File: src/rtl/reduce_ctrl_pkg.sv
// -----------------------------------------------------------------------------
// reduce_ctrl_pkg
//   Shared types and helpers for the reduce-ALU scheduler.
//   - sched_state_t : scheduler FSM states
//   - alu_op_t      : 2-bit reduce ALU operation code
//   - len_w()       : width of a length field able to hold 0..n
// -----------------------------------------------------------------------------
package reduce_ctrl_pkg;

    typedef enum logic [1:0] {
        IDLE  = 2'd0,
        START = 2'd1,
        WAIT  = 2'd2,
        RESP  = 2'd3
    } sched_state_t;

    typedef logic [1:0] alu_op_t;

    // A length field must represent the full range 0..n inclusive.
    function automatic int len_w(input int n);
        return $clog2(n + 1);
    endfunction

endpackage

File: src/rtl/rr_arbiter.sv
// -----------------------------------------------------------------------------
// rr_arbiter
//   Combinational round-robin pick. The search begins at i_ptr, moves upward
//   and wraps at NREQ; the first asserted request found wins.
//   Ports:
//     i_req   [NREQ-1:0]          request levels
//     i_ptr   [$clog2(NREQ)-1:0]  highest-priority index for this pick
//     o_grant [NREQ-1:0]          one-hot winner (all zero when no request)
//     o_valid                     at least one request is asserted
// -----------------------------------------------------------------------------
module rr_arbiter #(
    parameter int NREQ = 4
) (
    input  logic [NREQ-1:0]         i_req,
    input  logic [$clog2(NREQ)-1:0] i_ptr,
    output logic [NREQ-1:0]         o_grant,
    output logic                    o_valid
);

    always_comb begin
        int w_pos;
        logic w_found;
        o_grant = '0;
        w_found = 1'b0;
        w_pos   = 0;
        for (int i = 0; i < NREQ; i++) begin
            w_pos = int'(i_ptr) + i;
            if (w_pos >= NREQ) begin
                w_pos = w_pos - NREQ;
            end
            if (!w_found && i_req[w_pos]) begin
                o_grant[w_pos] = 1'b1;
                w_found        = 1'b1;
            end
        end
    end

    assign o_valid = |i_req;

endmodule

File: src/rtl/reduce_alu_sched.sv
// -----------------------------------------------------------------------------
// reduce_alu_sched
//   Shares one reduce_vector_alu among NREQ requesters. A round-robin winner's
//   operands are latched at grant, the ALU set/en/done protocol is sequenced,
//   a watchdog bounds the wait for alu_done, and the scalar result is returned
//   on a one-cycle per-requester response strobe.
//
//   Request/response handshake: req[i] is a level the requester holds high
//   until it sees rsp_valid[i]; rsp_valid[i] is a single-cycle strobe that
//   qualifies rsp_data and rsp_err. gnt is one-hot for the whole job. There is
//   no back-pressure on the response: the requester must accept it that cycle.
//
//   Ports:
//     clk, rst              clock, synchronous active-high reset
//     req/req_sel/req_len/req_vec  per-requester request and operands
//     gnt, rsp_valid        one-hot grant and completion strobe
//     rsp_data, rsp_err     result and error flag (qualified by rsp_valid)
//     alu_in/alu_in_len/alu_sel    latched operands driven to the ALU
//     alu_set, alu_en       ALU start pulse and enable
//     alu_out, alu_done     ALU result and completion
//     dbg_state             current scheduler state, for observation
// -----------------------------------------------------------------------------
module reduce_alu_sched
    import reduce_ctrl_pkg::*;
#(
    parameter int BITS    = 8,
    parameter int N       = 8,
    parameter int NREQ    = 4,
    parameter int TIMEOUT = 64
) (
    input  logic                                clk,
    input  logic                                rst,
    input  logic [NREQ-1:0]                     req,
    input  logic [NREQ-1:0][1:0]                req_sel,
    input  logic [NREQ-1:0][len_w(N)-1:0]       req_len,
    input  logic [NREQ-1:0][N-1:0][BITS-1:0]    req_vec,
    output logic [NREQ-1:0]                     gnt,
    output logic [NREQ-1:0]                     rsp_valid,
    output logic [BITS-1:0]                     rsp_data,
    output logic                                rsp_err,
    output logic [N-1:0][BITS-1:0]              alu_in,
    output logic [len_w(N)-1:0]                 alu_in_len,
    output logic [1:0]                          alu_sel,
    output logic                                alu_set,
    output logic                                alu_en,
    input  logic [BITS-1:0]                     alu_out,
    input  logic                                alu_done,
    output sched_state_t                        dbg_state
);

    localparam int LEN_W = len_w(N);
    localparam int IDX_W = $clog2(NREQ);
    localparam int WD_W  = $clog2(TIMEOUT);

    localparam logic [LEN_W-1:0] MAX_LEN  = LEN_W'(N);
    localparam logic [IDX_W-1:0] LAST_IDX = IDX_W'(NREQ - 1);
    localparam logic [WD_W-1:0]  WD_LAST  = WD_W'(TIMEOUT - 1);

    // ------------------------------------------------------------------
    // State and datapath registers
    // ------------------------------------------------------------------
    sched_state_t                r_state;
    sched_state_t                w_next_state;
    logic [IDX_W-1:0]            r_ptr;
    logic [IDX_W-1:0]            r_idx;
    alu_op_t                     r_sel;
    logic [LEN_W-1:0]            r_len;
    logic [N-1:0][BITS-1:0]      r_vec;
    logic [BITS-1:0]             r_data;
    logic                        r_err;
    logic [WD_W-1:0]             r_wd;

    // ------------------------------------------------------------------
    // Arbitration
    // ------------------------------------------------------------------
    logic [NREQ-1:0]             w_arb_grant;
    logic                        w_arb_valid;
    logic [IDX_W-1:0]            w_win_idx;
    logic [LEN_W-1:0]            w_win_len;
    logic                        w_win_degen;
    logic                        w_win_bad;
    logic                        w_timeout;
    logic [NREQ-1:0]             w_idx_onehot;

    rr_arbiter #(
        .NREQ (NREQ)
    ) u_arb (
        .i_req   (req),
        .i_ptr   (r_ptr),
        .o_grant (w_arb_grant),
        .o_valid (w_arb_valid)
    );

    always_comb begin
        w_win_idx = '0;
        for (int i = 0; i < NREQ; i++) begin
            if (w_arb_grant[i]) begin
                w_win_idx = IDX_W'(i);
            end
        end
    end

    assign w_win_len   = req_len[w_win_idx];
    assign w_win_bad   = (w_win_len > MAX_LEN);
    // Zero-length and over-length jobs never touch the ALU.
    assign w_win_degen = (w_win_len == '0) || w_win_bad;
    assign w_timeout   = (r_wd == WD_LAST);

    // ------------------------------------------------------------------
    // FSM: state register
    // ------------------------------------------------------------------
    always_ff @(posedge clk) begin
        if (rst) begin
            r_state <= IDLE;
        end else begin
            r_state <= w_next_state;
        end
    end

    // ------------------------------------------------------------------
    // FSM: next state. alu_done is looked at only in WAIT, so a level
    // left over from a previous job cannot complete the next one early.
    // ------------------------------------------------------------------
    always_comb begin
        w_next_state = r_state;
        case (r_state)
            IDLE: begin
                if (w_arb_valid) begin
                    w_next_state = w_win_degen ? RESP : START;
                end
            end
            START: begin
                w_next_state = WAIT;
            end
            WAIT: begin
                if (alu_done || w_timeout) begin
                    w_next_state = RESP;
                end
            end
            RESP: begin
                w_next_state = IDLE;
            end
            default: begin
                w_next_state = IDLE;
            end
        endcase
    end

    // ------------------------------------------------------------------
    // Datapath: operand latch at grant, watchdog, result capture, pointer
    // ------------------------------------------------------------------
    always_ff @(posedge clk) begin
        if (rst) begin
            r_ptr  <= '0;
            r_idx  <= '0;
            r_sel  <= '0;
            r_len  <= '0;
            r_vec  <= '0;
            r_data <= '0;
            r_err  <= 1'b0;
            r_wd   <= '0;
        end else begin
            case (r_state)
                IDLE: begin
                    if (w_arb_valid) begin
                        r_idx  <= w_win_idx;
                        r_sel  <= req_sel[w_win_idx];
                        r_len  <= w_win_len;
                        r_vec  <= req_vec[w_win_idx];
                        r_data <= '0;
                        r_err  <= w_win_bad;
                    end
                end
                START: begin
                    r_wd <= '0;
                end
                WAIT: begin
                    r_wd <= r_wd + 1'b1;
                    // A done arriving on the timeout cycle still counts as success.
                    if (alu_done) begin
                        r_data <= alu_out;
                        r_err  <= 1'b0;
                    end else if (w_timeout) begin
                        r_data <= '0;
                        r_err  <= 1'b1;
                    end
                end
                RESP: begin
                    r_ptr <= (r_idx == LAST_IDX) ? '0 : r_idx + 1'b1;
                end
                default: begin
                    r_ptr <= r_ptr;
                end
            endcase
        end
    end

    // ------------------------------------------------------------------
    // Outputs, decoded from registered state so reset clears them at once
    // ------------------------------------------------------------------
    assign w_idx_onehot = NREQ'(1) << r_idx;

    assign gnt        = (r_state != IDLE) ? w_idx_onehot : '0;
    assign rsp_valid  = (r_state == RESP) ? w_idx_onehot : '0;
    assign rsp_data   = (r_state == RESP) ? r_data : '0;
    assign rsp_err    = (r_state == RESP) ? r_err : 1'b0;
    assign alu_in     = r_vec;
    assign alu_in_len = r_len;
    assign alu_sel    = r_sel;
    assign alu_set    = (r_state == START);
    assign alu_en     = (r_state == START) || (r_state == WAIT);
    assign dbg_state  = r_state;

endmodule

File: config.mk
export PLATFORM = sky130hd
export DESIGN_NAME = reduce_alu_sched
export DESIGN_NICKNAME = d
export VERILOG_FILES = /design/src/rtl/reduce_ctrl_pkg.sv /design/src/rtl/rr_arbiter.sv /design/src/rtl/reduce_alu_sched.sv
export SDC_FILE = /design/constraint.sdc
export NUM_CORES = 1
export LEC_CHECK = 0
export ABC_AREA = 1
export CORE_AREA = 2 2 150 152
export DETAILED_ROUTE_END_ITERATION = 8
export DIE_AREA = 0 0 152 154
export PLACE_DENSITY = 0.71
export SYNTH_ARGS = -nofsm -noshare
export SYNTH_HDL_FRONTEND = slang
export SYNTH_SLANG_ARGS = --single-unit
File: constraint.sdc
create_clock -name clk -period 2.3 [get_ports clk]
set_input_delay 0.345 -clock clk [delete_from_list [all_inputs] [get_ports clk]]
set_output_delay 0.345 -clock clk [all_outputs]
set_load 0.02 [all_outputs]
# ---- After elaboration in Yosys (flattened, before gate mapping)
# Cells that the tools add are included.
dict set report totals {
  n_memories 0
  wordCells 131
  in_bits 295
  out_inout_bits 91
  mem_bits_ro 0
  latch_bits 0
  ramBits 0
  register_bits 91
}
dict set report op_classes {
  addsub 9
  n_reduce_logical 22
  n_mux 58
  n_bitwise 3
  n_div 0
  mul 0
  shift 1
  n_lt_le_gt_ge 14
  n_eq_ne 8
}
# op count
set ops {}
lappend ops {{$bmux W64 S2} 1}
lappend ops {{$ge A32 B1 Y1 const B} 4}
lappend ops {{$lt A32 B4 Y1 const B} 4}
lappend ops {{$mux W32} 4}
lappend ops {{$ge A32 B4 Y1 const B} 3}
lappend ops {{$sub A32 B4 Y32 const B} 3}
lappend ops {{$mux W64} 1}
lappend ops {{$mux W8} 4}
lappend ops {{$mux W4} 7}
lappend ops {{$mux W1} 20}
lappend ops {{$pmux W8 S2} 1}
lappend ops {{$mux W2} 7}
lappend ops {{$or A4 B4 Y4} 3}
lappend ops {{$pmux W6 S2} 1}
lappend ops {{$bmux W1 S2} 4}
lappend ops {{$bmux W4 S2} 1}
lappend ops {{$demux W1 S2} 4}
lappend ops {{$pmux W2 S4} 1}
lappend ops {{$logic_and A1 B1 Y1} 7}
lappend ops {{$add A2 B2 Y3 const B} 2}
lappend ops {{$add A6 B1 Y6 const B} 1}
lappend ops {{$eq A2 B2 Y1 const B} 3}
lappend ops {{$eq A6 B6 Y1 const B} 1}
lappend ops {{$reduce_bool A2 Y1} 3}
lappend ops {{20 further kinds} 25}

# ---- Longest topological paths before layout
dict set report logic_depth {
  ltp_word 25
  depth_mapped 21
  mapped_depth_nobuf 21
}

# ---- Cells and area by module
# From an unflattened synthesis, not the netlist that was laid out.
dict set report unflattened {
  cells_unflattened 949
  hier_area_um2 6153.4
}
# module cells_each instances area_each_um2
set modules_own_cells {}
lappend modules_own_cells {reduce_alu_sched 873 1 5725.5}
lappend modules_own_cells {rr_arbiter 76 1 427.9}

# ---- Worst setup path after synthesis
# No wires, ideal clock.
dict set report synth_timing {
  path_kind {flip-flop to flip-flop}
  startpoint {register r_ptr[0]}
  endpoint {register r_vec (netlist bit alu_in[13])}
  period_less_slack_ps 2454
  setup_time_ps 132
  arrival_time_ps 2322
  n_path_buf 2
  required_time_ps 2168
  slack_ps -154
  stages_incl_launch_ff 20
  path_cell_list {dfxtp_1 inv_2 ha_1 inv_1 nand3_1 nand2_1 nand2_2 nor2_4 nand2_1 clkinv_1 nor2_2 nand2_4 nand2_4 inv_4 buf_8 buf_4 nor2_1 o22ai_1 nand2_1 a21oi_1}
}
dict set report synth_between {
  elab_chain_len 20
  elab_cells_between_ends 68
  cone_classes {add/sub (7); order compare (12); mux (36); bitwise (3); reduce/logical (10)}
}
# element line
set synth_rtl {}
lappend synth_rtl {{start, declared} reduce_alu_sched.sv:64} ;# logic [IDX_W-1:0] r_ptr;
lappend synth_rtl {{start signal, assigned} reduce_alu_sched.sv:189} ;# r_ptr <= (r_idx == LAST_IDX) ? '0 : r_idx + 1'b1;
lappend synth_rtl {{start signal, assigned} reduce_alu_sched.sv:192} ;# r_ptr <= r_ptr;
lappend synth_rtl {{parallel branches: the longest is 14 deep, another holds $sub A32 B4 Y32} -}
lappend synth_rtl {{$mux W4 (*)} rr_arbiter.sv:31} ;# if (!w_found && i_req[w_pos]) begin
lappend synth_rtl {{$mux W1} reduce_alu_sched.sv:97} ;# if (w_arb_grant[i]) begin
lappend synth_rtl {{$mux W2} reduce_alu_sched.sv:97}
lappend synth_rtl {{$mux W2 (*)} reduce_alu_sched.sv:97}
lappend synth_rtl {{$bmux W64 S2 (*)} reduce_alu_sched.sv:169} ;# r_vec <= req_vec[w_win_idx];
lappend synth_rtl {{$mux W64 (implied by the code) (*)} reduce_alu_sched.sv:169}
lappend synth_rtl {{end signal, assigned} reduce_alu_sched.sv:169}
lappend synth_rtl {{end, declared} reduce_alu_sched.sv:68} ;# logic [N-1:0][BITS-1:0] r_vec;
# Every way passes the cells marked *. The select of a mux whose other input is x is not followed.
# A chain may end at the register's enable or synchronous reset.

# ---- Worst setup path after layout
dict set report layout_timing {
  startpoint {register r_ptr[0]}
  endpoint {register r_state[1], in the netlist dbg_state[1]}
}
dict set report layout_between {
  elab_chain_len 25
  elab_cells_between_ends 74
  cone_classes {add/sub (7); order compare (13); mux (39); bitwise (3); reduce/logical (12)}
}
# element line
set layout_rtl {}
lappend layout_rtl {{parallel branches: the longest is 14 deep, another holds $sub A32 B4 Y32} -}
lappend layout_rtl {{$mux W4 (*)} rr_arbiter.sv:31}
lappend layout_rtl {{$mux W1} reduce_alu_sched.sv:97}
lappend layout_rtl {{$mux W2} reduce_alu_sched.sv:97}
lappend layout_rtl {{$mux W2 (*)} reduce_alu_sched.sv:97}
lappend layout_rtl {{$bmux W4 S2 (*)} reduce_alu_sched.sv:103} ;# assign w_win_len = req_len[w_win_idx];
lappend layout_rtl {{$mux W4 (implied by the code) (*)} reduce_alu_sched.sv:103}
lappend layout_rtl {{$gt A4 B4 Y1 / $logic_not A4 Y1 (equally long branches)} {reduce_alu_sched.sv:104, reduce_alu_sched.sv:106}}
lappend layout_rtl {{$logic_or A1 B1 Y1 (*)} reduce_alu_sched.sv:106} ;# assign w_win_degen = (w_win_len == '0) || w_win_bad;
lappend layout_rtl {{$mux W2 (*)} reduce_alu_sched.sv:129} ;# w_next_state = w_win_degen ? RESP : START;
lappend layout_rtl {{$mux W2 (*)} reduce_alu_sched.sv:128} ;# if (w_arb_valid) begin
lappend layout_rtl {{$pmux W2 S4 (*)} reduce_alu_sched.sv:126} ;# case (r_state)
lappend layout_rtl {{end signal, assigned} reduce_alu_sched.sv:116} ;# r_state <= w_next_state;
lappend layout_rtl {{end, declared} reduce_alu_sched.sv:62} ;# sched_state_t r_state;
# Marks and branches as above.

==> qor.tcl <==
set qor(nFillCells) 2082
set qor(final_max_slew_viol_count) 0
set qor(finalSetupViolations) 23
set qor(finalClockSkew_ps) 5.95
set qor(whs_ps) 413
set qor(final_hold_viol_count) 0
set qor(violations) {setup timing}
set qor(pre_cts_ws_ps) -368
set qor(dr.pass1.iters) 5
set qor(cts_max_level) 3
set qor(gp_routability_congestion) 0.934
set qor(synth_seq_cells) 91
set qor(die_footprint_um2) 23400
set qor(result_of_the_run) {complete, but fails checks}
set qor(cts_buffers) 9
set qor(globalRouteOverflowTotal) 0
set qor(timing.max_cap.violations) 0
set qor(critPathArrivalTime_ps) 2570
set qor(postSynthAreaPerCell_um2) 6.14
set qor(worst-path-max-fanout) 4
set qor(worst_hold_path_type) {in -> reg}
set qor(vias) 8228
set qor(syn-instance-count) 968
set qor(drt_iter0_drc) 519
set qor(cts_tree) {done}
set qor(yosys.area.top_type) {sky130_fd_sc_hd__dfxtp_1}
set qor(synth_common_cells) {sky130_fd_sc_hd__nand2_1 (194), sky130_fd_sc_hd__nor2_1 (181), sky130_fd_sc_hd__a21oi_1 (131)}
set qor(top_level_ports) 386
set qor(ys_dominant_reg_cell) {sky130_fd_sc_hd__dfxtp_1}
set qor(post-synth-top-count-cell) {sky130_fd_sc_hd__nand2_1}
set qor(hpwl_um) 20800
set qor(antenna_found_initial) 2
set qor(synthesis.area_um2) 5940
set qor(cts.clk_slew.worst_paths_ps) 70
set qor(cell_breakdown_of_the_critical_path) {inv_4, ha_4, nand3_2, nand2_2, nand2_4, nor2_4, nand2_2, clkinv_2, nor2_4, nand2_4, buf_6, nand3b_1, nand2_1, nand2_2, nor2_2, nand2_1, nand2_2, nand3_1, nand2_1, a21oi_1}
set qor(detail_route.vias_per_cell) 4.99
set qor(critical_path.top_delay_family) {simple AND/OR/NAND/NOR gates}
set qor(wire_per_inst_um) 17.8
set qor(endpoint_kind) {register}
set qor(cp_slowest_stage_delay_ps) 360
set qor(power.ir.vdd_worst_v) 0.000572
set qor(clock_sink_count) 91
set qor(num_antenna_cells) 0
set qor(grt_start_max_net_pins) 37
set qor(synth_nets) 1278
set qor(sequential_cell_area_um2) 1830
set qor(fp.dieH_um) 154
set qor(timing.final.crit_share_pct) 103
set qor(initial_utilization_pct) 27.4
set qor(yosys_warnings) 0
set qor(yosysTopAreaCellShare_pct) 30.7
set qor(num_rows) 54
set qor(std_cell_core_area_um2) 21700
set qor(grt_setup_unrepaired) {yes}
set qor(fraction_of_final_layout_cells_with_drive_strength_greater_than_1_pct) 13.4
set qor(area_used_by_multi_input_combinational_logic_um2) 3840
set qor(first_global_vias) 7779
set qor(period_needed_ps) 2360
set qor(portBuffers) 385
set qor(tightestPinTransition_ps) 383
set qor(cpMostUsedCell) {sky130_fd_sc_hd__nand2_2}
set qor(cts.path.max_buffers) 2
set qor(buf_inv_on_cp) 3
set qor(insertion_delay_ps) 340
set qor(synth-edff-count) 0
set qor(floorplan.die.width_um) 152
set qor(p_total_mw) 14.6
set qor(p_leak_nw) 4.75
set qor(yosysSeqAreaShare_pct) 30.7
set qor(synth_async_sr_flop_share_pct) 0
set qor(area_growth_synth_to_finish_pct) 92.5
set qor(synth_cell_type_count) 32
set qor(slew_headroom_pct) 74.5
set qor(worst_slack_ps) -59.5
set qor(ant_nets) 0
set qor(worst_path_max_delay_cell) {sky130_fd_sc_hd__dfxtp_4}
set qor(setup_crit_path_kind) {reg -> reg}
set qor(grt_usage_pct) 22.8
set qor(global_route_wire_length_before_repair_um) 42400
set qor(post_route_drc_violation_count) 0
set qor(worstSetupStartpointType) {register}
set qor(postRouteWirelength_um) 29300
set qor(cts.root.buffer_cell) {sky130_fd_sc_hd__clkbuf_16}
set qor(cts-hold-fix-buffers) 0
set qor(required_time_of_the_critical_path_ps) 2510
set qor(timing.fmax_mhz) 424
set qor(design.final.nets) 1674
set qor(ys_top_cells_by_area) {sky130_fd_sc_hd__dfxtp_1 (31%), sky130_fd_sc_hd__nand2_1 (12%), sky130_fd_sc_hd__nor2_1 (11%), sky130_fd_sc_hd__a21oi_1 (11%), sky130_fd_sc_hd__o21ai_0 (7.2%)}
set qor(pwr_density_cell_nw_per_um2) 1280
-- report_power, final --
| group | leakage, nW | total, mW | switching, mW | internal (mW) |
|---|---|---|---|---|
| sequential | 0.751 | 2.61 | 0.374 | 2.23 |
| clock | 0.169 | 1.73 | 0.641 | 1.09 |
| combinational | 3.83 | 10.3 | 5.63 | 4.64 |
| total | 4.75 | 14.6 | 6.64 | 7.96 |
-- per-stage QoR --
stage | setup TNS [ps] | utilization (%) | std cells | area (µm²)
after floorplan | 0 | - | 968 | 5950
after global placement | -18850 | 47.9 | 1620 | 10400
after detailed placement | -21080 | 47.9 | 1620 | 10400
after CTS | 0 | 50.6 | 1644 | 11000
after global routing | -6640 | 52.7 | 1649 | 11400
final | -374 | 52.7 | 1649 | 11400
-- cell type report --
cell class	instances	area share, %
timing repair buffer	452	41.8
multi-input combinational	739	33.6
sequential	91	16.0
tap	280	3.06
inverter	71	2.57
clock buffer	11	2.12
clock inverter	5	0.875
-- sequential cells by signal (all words and copies together), names as in the netlist --
signal / flops
r_idx: 2
r_wd: 6
alu_sel: 2
dbg_state: 2
r_data: 8
alu_in_len: 4
alu_in: 64
r_ptr: 2
r_err: 1
-- layout by cell type (no fill, tap or decap), types with 9 or more instances in the layout --
| cell type | Yosys | final |
|---|---|---|
| sky130_fd_sc_hd__nand3_1 | 31 | 21 |
| sky130_fd_sc_hd__buf_12 | 0 | 13 |
| sky130_fd_sc_hd__buf_6 | 7 | 9 |
| sky130_fd_sc_hd__clkdlybuf4s50_1 | 0 | 377 |
| sky130_fd_sc_hd__nand2_1 | 194 | 167 |
| sky130_fd_sc_hd__nor2_1 | 181 | 156 |
| sky130_fd_sc_hd__inv_1 | 63 | 60 |
| sky130_fd_sc_hd__o22ai_1 | 66 | 64 |
| sky130_fd_sc_hd__clkbuf_16 | 0 | 13 |
| sky130_fd_sc_hd__a21oi_1 | 131 | 126 |
| sky130_fd_sc_hd__o21ai_1 | 13 | 26 |
| sky130_fd_sc_hd__ha_1 | 15 | 13 |
| sky130_fd_sc_hd__nor2_2 | 1 | 21 |
| sky130_fd_sc_hd__nand2_2 | 2 | 25 |
| sky130_fd_sc_hd__buf_4 | 3 | 32 |
| sky130_fd_sc_hd__dfxtp_1 | 91 | 88 |
| sky130_fd_sc_hd__o21ai_0 | 85 | 67 |
-- path summary, 6_finish.rpt --
path              startpoint  depth (start not counted)  slack [ps]      endpoint
setup / recovery    r_ptr[0]                         20         -60  dbg_state[1]
hold / removal           rst                          2         410    alu_sel[0]
setup reg to reg    r_ptr[0]                         20         -60  dbg_state[1]
hold reg to reg   alu_in[19]                          2         460    alu_in[19]
-- worst reg2reg max path: stages, from the launching register on --
cell and delay (ps):
sky130_fd_sc_hd__dfxtp_4 360, sky130_fd_sc_hd__inv_4 40, sky130_fd_sc_hd__ha_4 290, sky130_fd_sc_hd__nand3_2 90, sky130_fd_sc_hd__nand2_2 110, sky130_fd_sc_hd__nand2_4 80
sky130_fd_sc_hd__nor2_4 140, sky130_fd_sc_hd__nand2_2 110, sky130_fd_sc_hd__clkinv_2 70, sky130_fd_sc_hd__nor2_4 50, sky130_fd_sc_hd__nand2_4 90, sky130_fd_sc_hd__buf_6 120
sky130_fd_sc_hd__nand3b_1 80, sky130_fd_sc_hd__nand2_1 100, sky130_fd_sc_hd__nand2_2 70, sky130_fd_sc_hd__nor2_2 100, sky130_fd_sc_hd__nand2_1 70, sky130_fd_sc_hd__nand2_2 80
sky130_fd_sc_hd__nand3_1 80, sky130_fd_sc_hd__nand2_1 70, sky130_fd_sc_hd__a21oi_1 60
-- logic make-up (layout without fill, tap and decap cells) --
family	count (synthesis)	count (layout)	synth area share, %
flip-flops	91	91	30.7
buffers and inverters	138	539	10.4
AO/OA/AOI/OAI	299	299	26.7
AND/OR/NAND/NOR	425	425	29.1
adder cells (fa/ha/maj)	15	15	3.16
-- timing repair --
action,CTS,global route
buffers inserted,4,2
gates cloned,4,5
resized for setup,31,118
endpoints found under the setup margin,73,74
pin swaps,14,48
-- layer usage --
| layer | share of wire, % | GRT usage (%) | up-vias |
|---|---|---|---|
| met4 | 3.7 | 9.43 | 4 |
| li1 | - | - | 4000 |
| met1 | 39 | 26.5 | 3766 |
| met3 | 7.0 | 5.52 | 74 |
| met2 | 50 | 40.0 | 384 |
| met5 | 0.10 | 0 | - |
Note: power is estimated with default switching activity, not from simulation.
